===== config.mk =====
export PLATFORM = sky130hd
export DESIGN_NAME = mem_arbiter
export DESIGN_NICKNAME = d
export VERILOG_FILES = /design/src/rtl/mem_arb_pkg.sv /design/src/rtl/mem_arb_lat_cnt.sv /design/src/rtl/mem_arbiter.sv
export SDC_FILE = /design/constraint.sdc
export NUM_CORES = 1
export LEC_CHECK = 0
export CORE_ASPECT_RATIO = 0.8
export CORE_MARGIN = 3
export CORE_UTILIZATION = 38
export CTS_CLUSTER_DIAMETER = 100
export DETAILED_ROUTE_END_ITERATION = 8
export GPL_ROUTABILITY_DRIVEN = 0
export GPL_TIMING_DRIVEN = 1
export PLACE_DENSITY = 0.91
export SYNTH_ARGS = -nofsm -noshare
export SYNTH_HDL_FRONTEND = slang
export SYNTH_SLANG_ARGS = --single-unit

===== constraint.sdc =====
create_clock -name clk -period 4.8 [get_ports clk]
set_input_delay 0.72 -clock clk [delete_from_list [all_inputs] [get_ports clk]]
set_output_delay 0.72 -clock clk [all_outputs]
set_load 0.005 [all_outputs]

===== src/rtl/mem_arb_pkg.sv =====
// Shared types and default parameters for the two-requester memory arbiter.
package mem_arb_pkg;

  localparam int DEF_ADDR_WIDTH   = 32;
  localparam int DEF_DATA_WIDTH   = 32;
  localparam int DEF_MEM_LATENCY  = 1;
  localparam int DEF_STARVE_LIMIT = 4;

  // Wide enough for the largest legal MEM_LATENCY (4).
  localparam int LAT_CNT_W = 3;

  typedef enum logic {
    IDLE,
    RD_WAIT
  } state_e;

  typedef enum logic {
    OWN_IF,
    OWN_DM
  } owner_e;

endpackage


===== src/rtl/mem_arb_lat_cnt.sv =====
// Read latency counter: loads 1 on a read issue, counts up to MEM_LATENCY, then returns to 0.
module mem_arb_lat_cnt
  import mem_arb_pkg::*;
#(
  parameter int MEM_LATENCY = DEF_MEM_LATENCY
) (
  input  logic clk,
  input  logic rst,
  input  logic start,
  output logic tc
);

  localparam logic [LAT_CNT_W-1:0] TERM = LAT_CNT_W'(MEM_LATENCY);

  logic [LAT_CNT_W-1:0] cnt;

  // cnt is 0 whenever no read is outstanding, so tc can only fire in RD_WAIT.
  assign tc = (cnt == TERM);

  // NOTE: sequential state uses non-blocking assignments so every register
  // samples pre-edge values regardless of statement order.
  always_ff @(posedge clk or negedge rst) begin
    if (!rst) begin
      cnt <= '0;
    end else if (start) begin
      cnt <= LAT_CNT_W'(1);
    end else if (tc) begin
      cnt <= '0;
    end else if (cnt != '0) begin
      cnt <= cnt + LAT_CNT_W'(1);
    end
  end

endmodule


===== src/rtl/mem_arbiter.sv =====
// Time-shares one single-port memory between a fetch and a data requester,
// data-first with starvation relief for fetch, at most one read outstanding.
module mem_arbiter
  import mem_arb_pkg::*;
#(
  parameter int ADDR_WIDTH   = DEF_ADDR_WIDTH,
  parameter int DATA_WIDTH   = DEF_DATA_WIDTH,
  parameter int MEM_LATENCY  = DEF_MEM_LATENCY,
  parameter int STARVE_LIMIT = DEF_STARVE_LIMIT
) (
  input  logic                  clk,
  input  logic                  rst,
  input  logic                  if_req,
  input  logic [ADDR_WIDTH-1:0] if_addr,
  output logic                  if_gnt,
  output logic                  if_rvalid,
  output logic [DATA_WIDTH-1:0] if_rdata,
  input  logic                  dm_req,
  input  logic                  dm_we,
  input  logic [ADDR_WIDTH-1:0] dm_addr,
  input  logic [DATA_WIDTH-1:0] dm_wdata,
  output logic                  dm_gnt,
  output logic                  dm_rvalid,
  output logic [DATA_WIDTH-1:0] dm_rdata,
  output logic                  mem_en,
  output logic                  mem_we,
  output logic [ADDR_WIDTH-1:0] mem_addr,
  output logic [DATA_WIDTH-1:0] mem_wdata,
  input  logic [DATA_WIDTH-1:0] mem_rdata,
  output logic                  stall_f,
  output logic                  stall_m
);

  localparam int              SC_W       = $clog2(STARVE_LIMIT + 1);
  localparam logic [SC_W-1:0] STARVE_MAX = SC_W'(STARVE_LIMIT);

  state_e          state;
  owner_e          owner;
  logic [SC_W-1:0] starve_cnt;
  logic            lat_tc;
  logic            issue_ok;
  logic            force_if;
  logic            dm_win;
  logic            if_win;
  logic            rd_issue;

  // Gating with rst keeps every combinational output at 0 while in reset.
  assign issue_ok = rst && ((state == IDLE) || lat_tc);
  assign force_if = if_req && (starve_cnt == STARVE_MAX);
  assign dm_win   = dm_req && !force_if;
  assign if_win   = if_req && !dm_win;

  assign if_gnt   = issue_ok && if_win;
  assign dm_gnt   = issue_ok && dm_win;
  assign rd_issue = if_gnt || (dm_gnt && !dm_we);

  assign stall_f  = rst && if_req && !if_gnt;
  assign stall_m  = rst && dm_req && !dm_gnt;

  // NOTE: every signal driven here gets a default first, so no path can
  // leave it unassigned and infer a latch.
  always_comb begin
    mem_en    = 1'b0;
    mem_we    = 1'b0;
    mem_addr  = '0;
    mem_wdata = '0;
    if (dm_gnt) begin
      mem_en    = 1'b1;
      mem_we    = dm_we;
      mem_addr  = dm_addr;
      mem_wdata = dm_wdata;
    end else if (if_gnt) begin
      mem_en    = 1'b1;
      mem_addr  = if_addr;
    end
  end

  mem_arb_lat_cnt #(
    .MEM_LATENCY(MEM_LATENCY)
  ) u_lat_cnt (
    .clk  (clk),
    .rst  (rst),
    .start(rd_issue),
    .tc   (lat_tc)
  );

  // Read data is captured in the terminal-count cycle; rvalid follows one cycle later.
  always_ff @(posedge clk or negedge rst) begin
    if (!rst) begin
      state     <= IDLE;
      owner     <= OWN_IF;
      if_rvalid <= 1'b0;
      dm_rvalid <= 1'b0;
      if_rdata  <= '0;
      dm_rdata  <= '0;
    end else begin
      if_rvalid <= lat_tc && (owner == OWN_IF);
      dm_rvalid <= lat_tc && (owner == OWN_DM);
      if (lat_tc && (owner == OWN_IF)) if_rdata <= mem_rdata;
      if (lat_tc && (owner == OWN_DM)) dm_rdata <= mem_rdata;
      if (rd_issue) begin
        state <= RD_WAIT;
        owner <= dm_gnt ? OWN_DM : OWN_IF;
      end else if (lat_tc) begin
        state <= IDLE;
      end
    end
  end

  always_ff @(posedge clk or negedge rst) begin
    if (!rst) begin
      starve_cnt <= '0;
    end else if (if_gnt || !if_req) begin
      starve_cnt <= '0;
    end else if (starve_cnt != STARVE_MAX) begin
      starve_cnt <= starve_cnt + SC_W'(1);
    end
  end

endmodule


==> impl_results.md <==
* CP endpoint: mem_wdata[11]
* Gr ovfl total at 0
* Max Clock Skew at ~0.0093 ns
* Die height at 95.4 um
* Worst-path clk slew at 0.06 ns
* WP data required at 4.08 ns
* Design area at 6790 um2
* Reg2reg start: u_lat_cnt.cnt[1]$_DFFE_PN0P_
* Final-stage net count at 735
* Tmin final at around 3.6 ns
* Synth top area share at approximately 49%
* CTS tree: built
* Yosys Warn Count at 0
* Setup TNS at 0 ns
* Synth area leader: dfrtp_1
* Final ANT Viol Nets at 0
* # Post-CTS Setup Buffers at 0
* XOR/XNOR Fraction of Synth Area at 0.231%
* Setup crit end kind: output port
* Iteration-0 DRC Markers at 209
* Global-route wire length before repair at 20.3 mm
* Mux cell area share after synthesis at between 10% and 20%
* Root buf cell: clkbuf_16
* DP HPWL at 10.2 mm
* Fill cell count at 651
* Post-synth EDFFs at 0
* PD cells at 498 nW/um2
* Largest family of logic cells by synthesized area: multiplexers
* Number of synthesized register bits at 74
* Post-placement cell area at 6480 um2
* Via density at ~5.2
* Compound-cell area share of the yosys netlist at 7.52%
* Critical Path Max Stage Delay at 0.65 ns
* Core Util, Final at 72.4%
* Top cells by area, synth: dfrtp_1 49%, mux2_1 19%, nand3_1 8.8%
* Post-synthesis cell type count at 31
* Relative slew margins at 44.7%
* CP Launch Type: register
* Max_cap viols at 0
* Top-count cell post-synth: dfrtp_1
* Synth Flop Type: dfrtp_1
* Cts bufs inserted at 9
* Average wire per standard cell at 18.0 um
* Clock Latency Late Sink at 0.33 ns
* Status: completed
* Clock net sink count at 74
* Hold_buf cts at 0
* Final setup viols at 0
* IO buf count at 268
* Most frequent cells after synthesis: 74 x dfrtp_1, 67 x nand3_1, 64 x mux2_1, 35 x a21oi_1, 32 x and3_1
* Final wirelength at between 10 and 15 mm
* DRT Pass-1 Iters at 4
* Delay-heaviest family, CP: simple AND/OR/NAND/NOR gates
* Synthesized instance count at 348
* Final period util at roughly 74%
* DR WL met2 at 6.89 mm
* Antenna cell count at 0
* Critical path, cell by cell: or3b_1 -> a21oi_4 -> and3_1 -> clkdlybuf4s50_1
* Initial core utilization at about 40%
* Levels on crit path at 4
* Synthesized cell area at 3790 um2
* Rows at 31
* Highest routed layer: met4
* Slew Limit Fails at 0
* Max clock buf depth at 2
* CORE AREA at 9390 um2
* Synth async-reset ratio at 100%
* Share of cells above drive strength 1 at 4.63%
* Pin count of the biggest net entering global routing at 68
* Die W at 118 um
* Synth Area per Inst at 10.9 um2
* Total number of vias at approximately 3,800
* Worst Tran Pin Value at 0.829 ns
* Reg2Reg Setup Slack at 2.67 ns
* Simple-Gate Fraction of Synth Area at 17.7%
* Crit path buffers/inverters at 1
* CP max FO at 37
* Hold WS at 0.235 ns
* Crit path from: u_lat_cnt.cnt[1]$_DFFE_PN0P_
* Met3 Wirelength at roughly 940 um
* Vias in the first global route at 3,868
* Post-route insts no fill at 737
* DIE AREA at approximately 11,000 um2
* Initial antenna violation count at 0
* DRC viols at 0
* GR Util All Layers at a little under a quarter
* Top Ports at 269
* Post-synthesis adder-cell area fraction at 0.660%
* WS Path Type: register to output port
* Fmax at ~280 MHz
* Worst reg2reg path depth at 3
* CP max stage cell: a21oi_4
* Final hold vios at 0
* Inst Count DP at 721
* Sequential share of the synthesized area at 48.8%
* Hold Path Class: primary input to async pin
* Synthesized Nets at just under 500
* Leakage at 2.82 nW
* Worst r2r dst: if_rdata[2]$_DFFE_PN0P_
* H-tree depth at 3
* Worst vdd ir at between 0.2 and 0.3 mV
* Arr. time, crit path at 2.85 ns
* CTS resizes at 0
* RSZ-0062 raised after global routing: no
* Wl on met1 at a little over 5 mm
* Syn-to-layout area delta at 79.1%
[layout make-up]
class,count,area (um2),area share [%]
Sequential cell,74,1850,27.3
Clock buffer,9,225,3.32
Multi-Input combinational cell,235,1720,25.4
Clock inverter,7,83.8,1.23
Timing Repair Buffer,273,2720,40.0
Tap cell,132,165,2.43
Inverter,7,26.3,0.387
[metrics by stage]
stage	setup slack, ns	total power, mW
2_1_floorplan	2.43	1.75
3_3_place_gp	1.40	2.64
3_5_place_dp	1.29	2.73
4_1_cts	1.25	3.42
5_1_grt	1.10	3.58
6_report	1.23	3.38
[where the power goes]
group          internal (mW)  switching, mW  total (mW)  leakage, nW
sequential             0.938          0.183        1.12        0.887
combinational          0.988          0.598        1.59         1.79
clock                  0.411          0.266       0.678        0.149
[state kept, by name, indices dropped and copies added, names as in the netlist]
register,count
starve_cnt,3
dm_rvalid,1
state,1
dm_rdata,32
u_lat_cnt.cnt,3
if_rdata,32
owner,1
if_rvalid,1
[logic make-up (layout without fill, tap and decap cells)]
kind of cell / Yosys count / in the layout
AO/OA/AOI/OAI: 48 / 48
AND/OR/NAND/NOR: 119 / 119
multiplexers: 65 / 65
adder cells (fa/ha/maj): 2 / 2
XOR/XNOR: 1 / 1
buffers and inverters: 39 / 296
flip-flops: 74 / 74
[worst register-to-register path: stages (launching register included)]
cell	delay, ns
dfrtp_1	0.44
or3b_1	0.60
nor2_8	0.54
mux2_1	0.43
[worst min path at each step]
stage,startpoint,end,slack [ns]
after global routing,rst,u_lat_cnt.cnt[2]$_DFFE_PN0P_,0.22
after floorplan,rst,dm_rdata[0]$_DFFE_PN0P_,0.42
after CTS,rst,u_lat_cnt.cnt[2]$_DFFE_PN0P_,0.22
after detailed placement,if_rdata[14]$_DFFE_PN0P_,if_rdata[14]$_DFFE_PN0P_,0.47
after global placement,dm_rdata[26]$_DFFE_PN0P_,dm_rdata[26]$_DFFE_PN0P_,0.47
final,rst,u_lat_cnt.cnt[1]$_DFFE_PN0P_,0.24
[layout by cell type (no fill, tap or decap), types with 2 or more instances in the layout]
| cell type | instances |
|---|---|
| clkdlybuf4s50_1 | 267 |
| dfrtp_1 | 74 |
| nand3_1 | 67 |
| mux2_1 | 64 |
| a21oi_1 | 35 |
| and3_1 | 32 |
| clkbuf_16 | 9 |
| inv_1 | 6 |
| nand2_1 | 6 |
| buf_4 | 6 |
| nor2_1 | 4 |
| nor3_1 | 3 |
| o32ai_1 | 3 |
| nor2_8 | 2 |
| o22ai_1 | 2 |
| ha_1 | 2 |
| inv_6 | 2 |
| clkinv_4 | 2 |
[per-layer routing]
layer  up-vias  track usage, %
met4         0            8.39
met5         -               0
met3        23            5.58
met2       190            41.4
met1      1849            26.2
li1       1768               -
No activity file was read; power rests on OpenSTA's default activity.
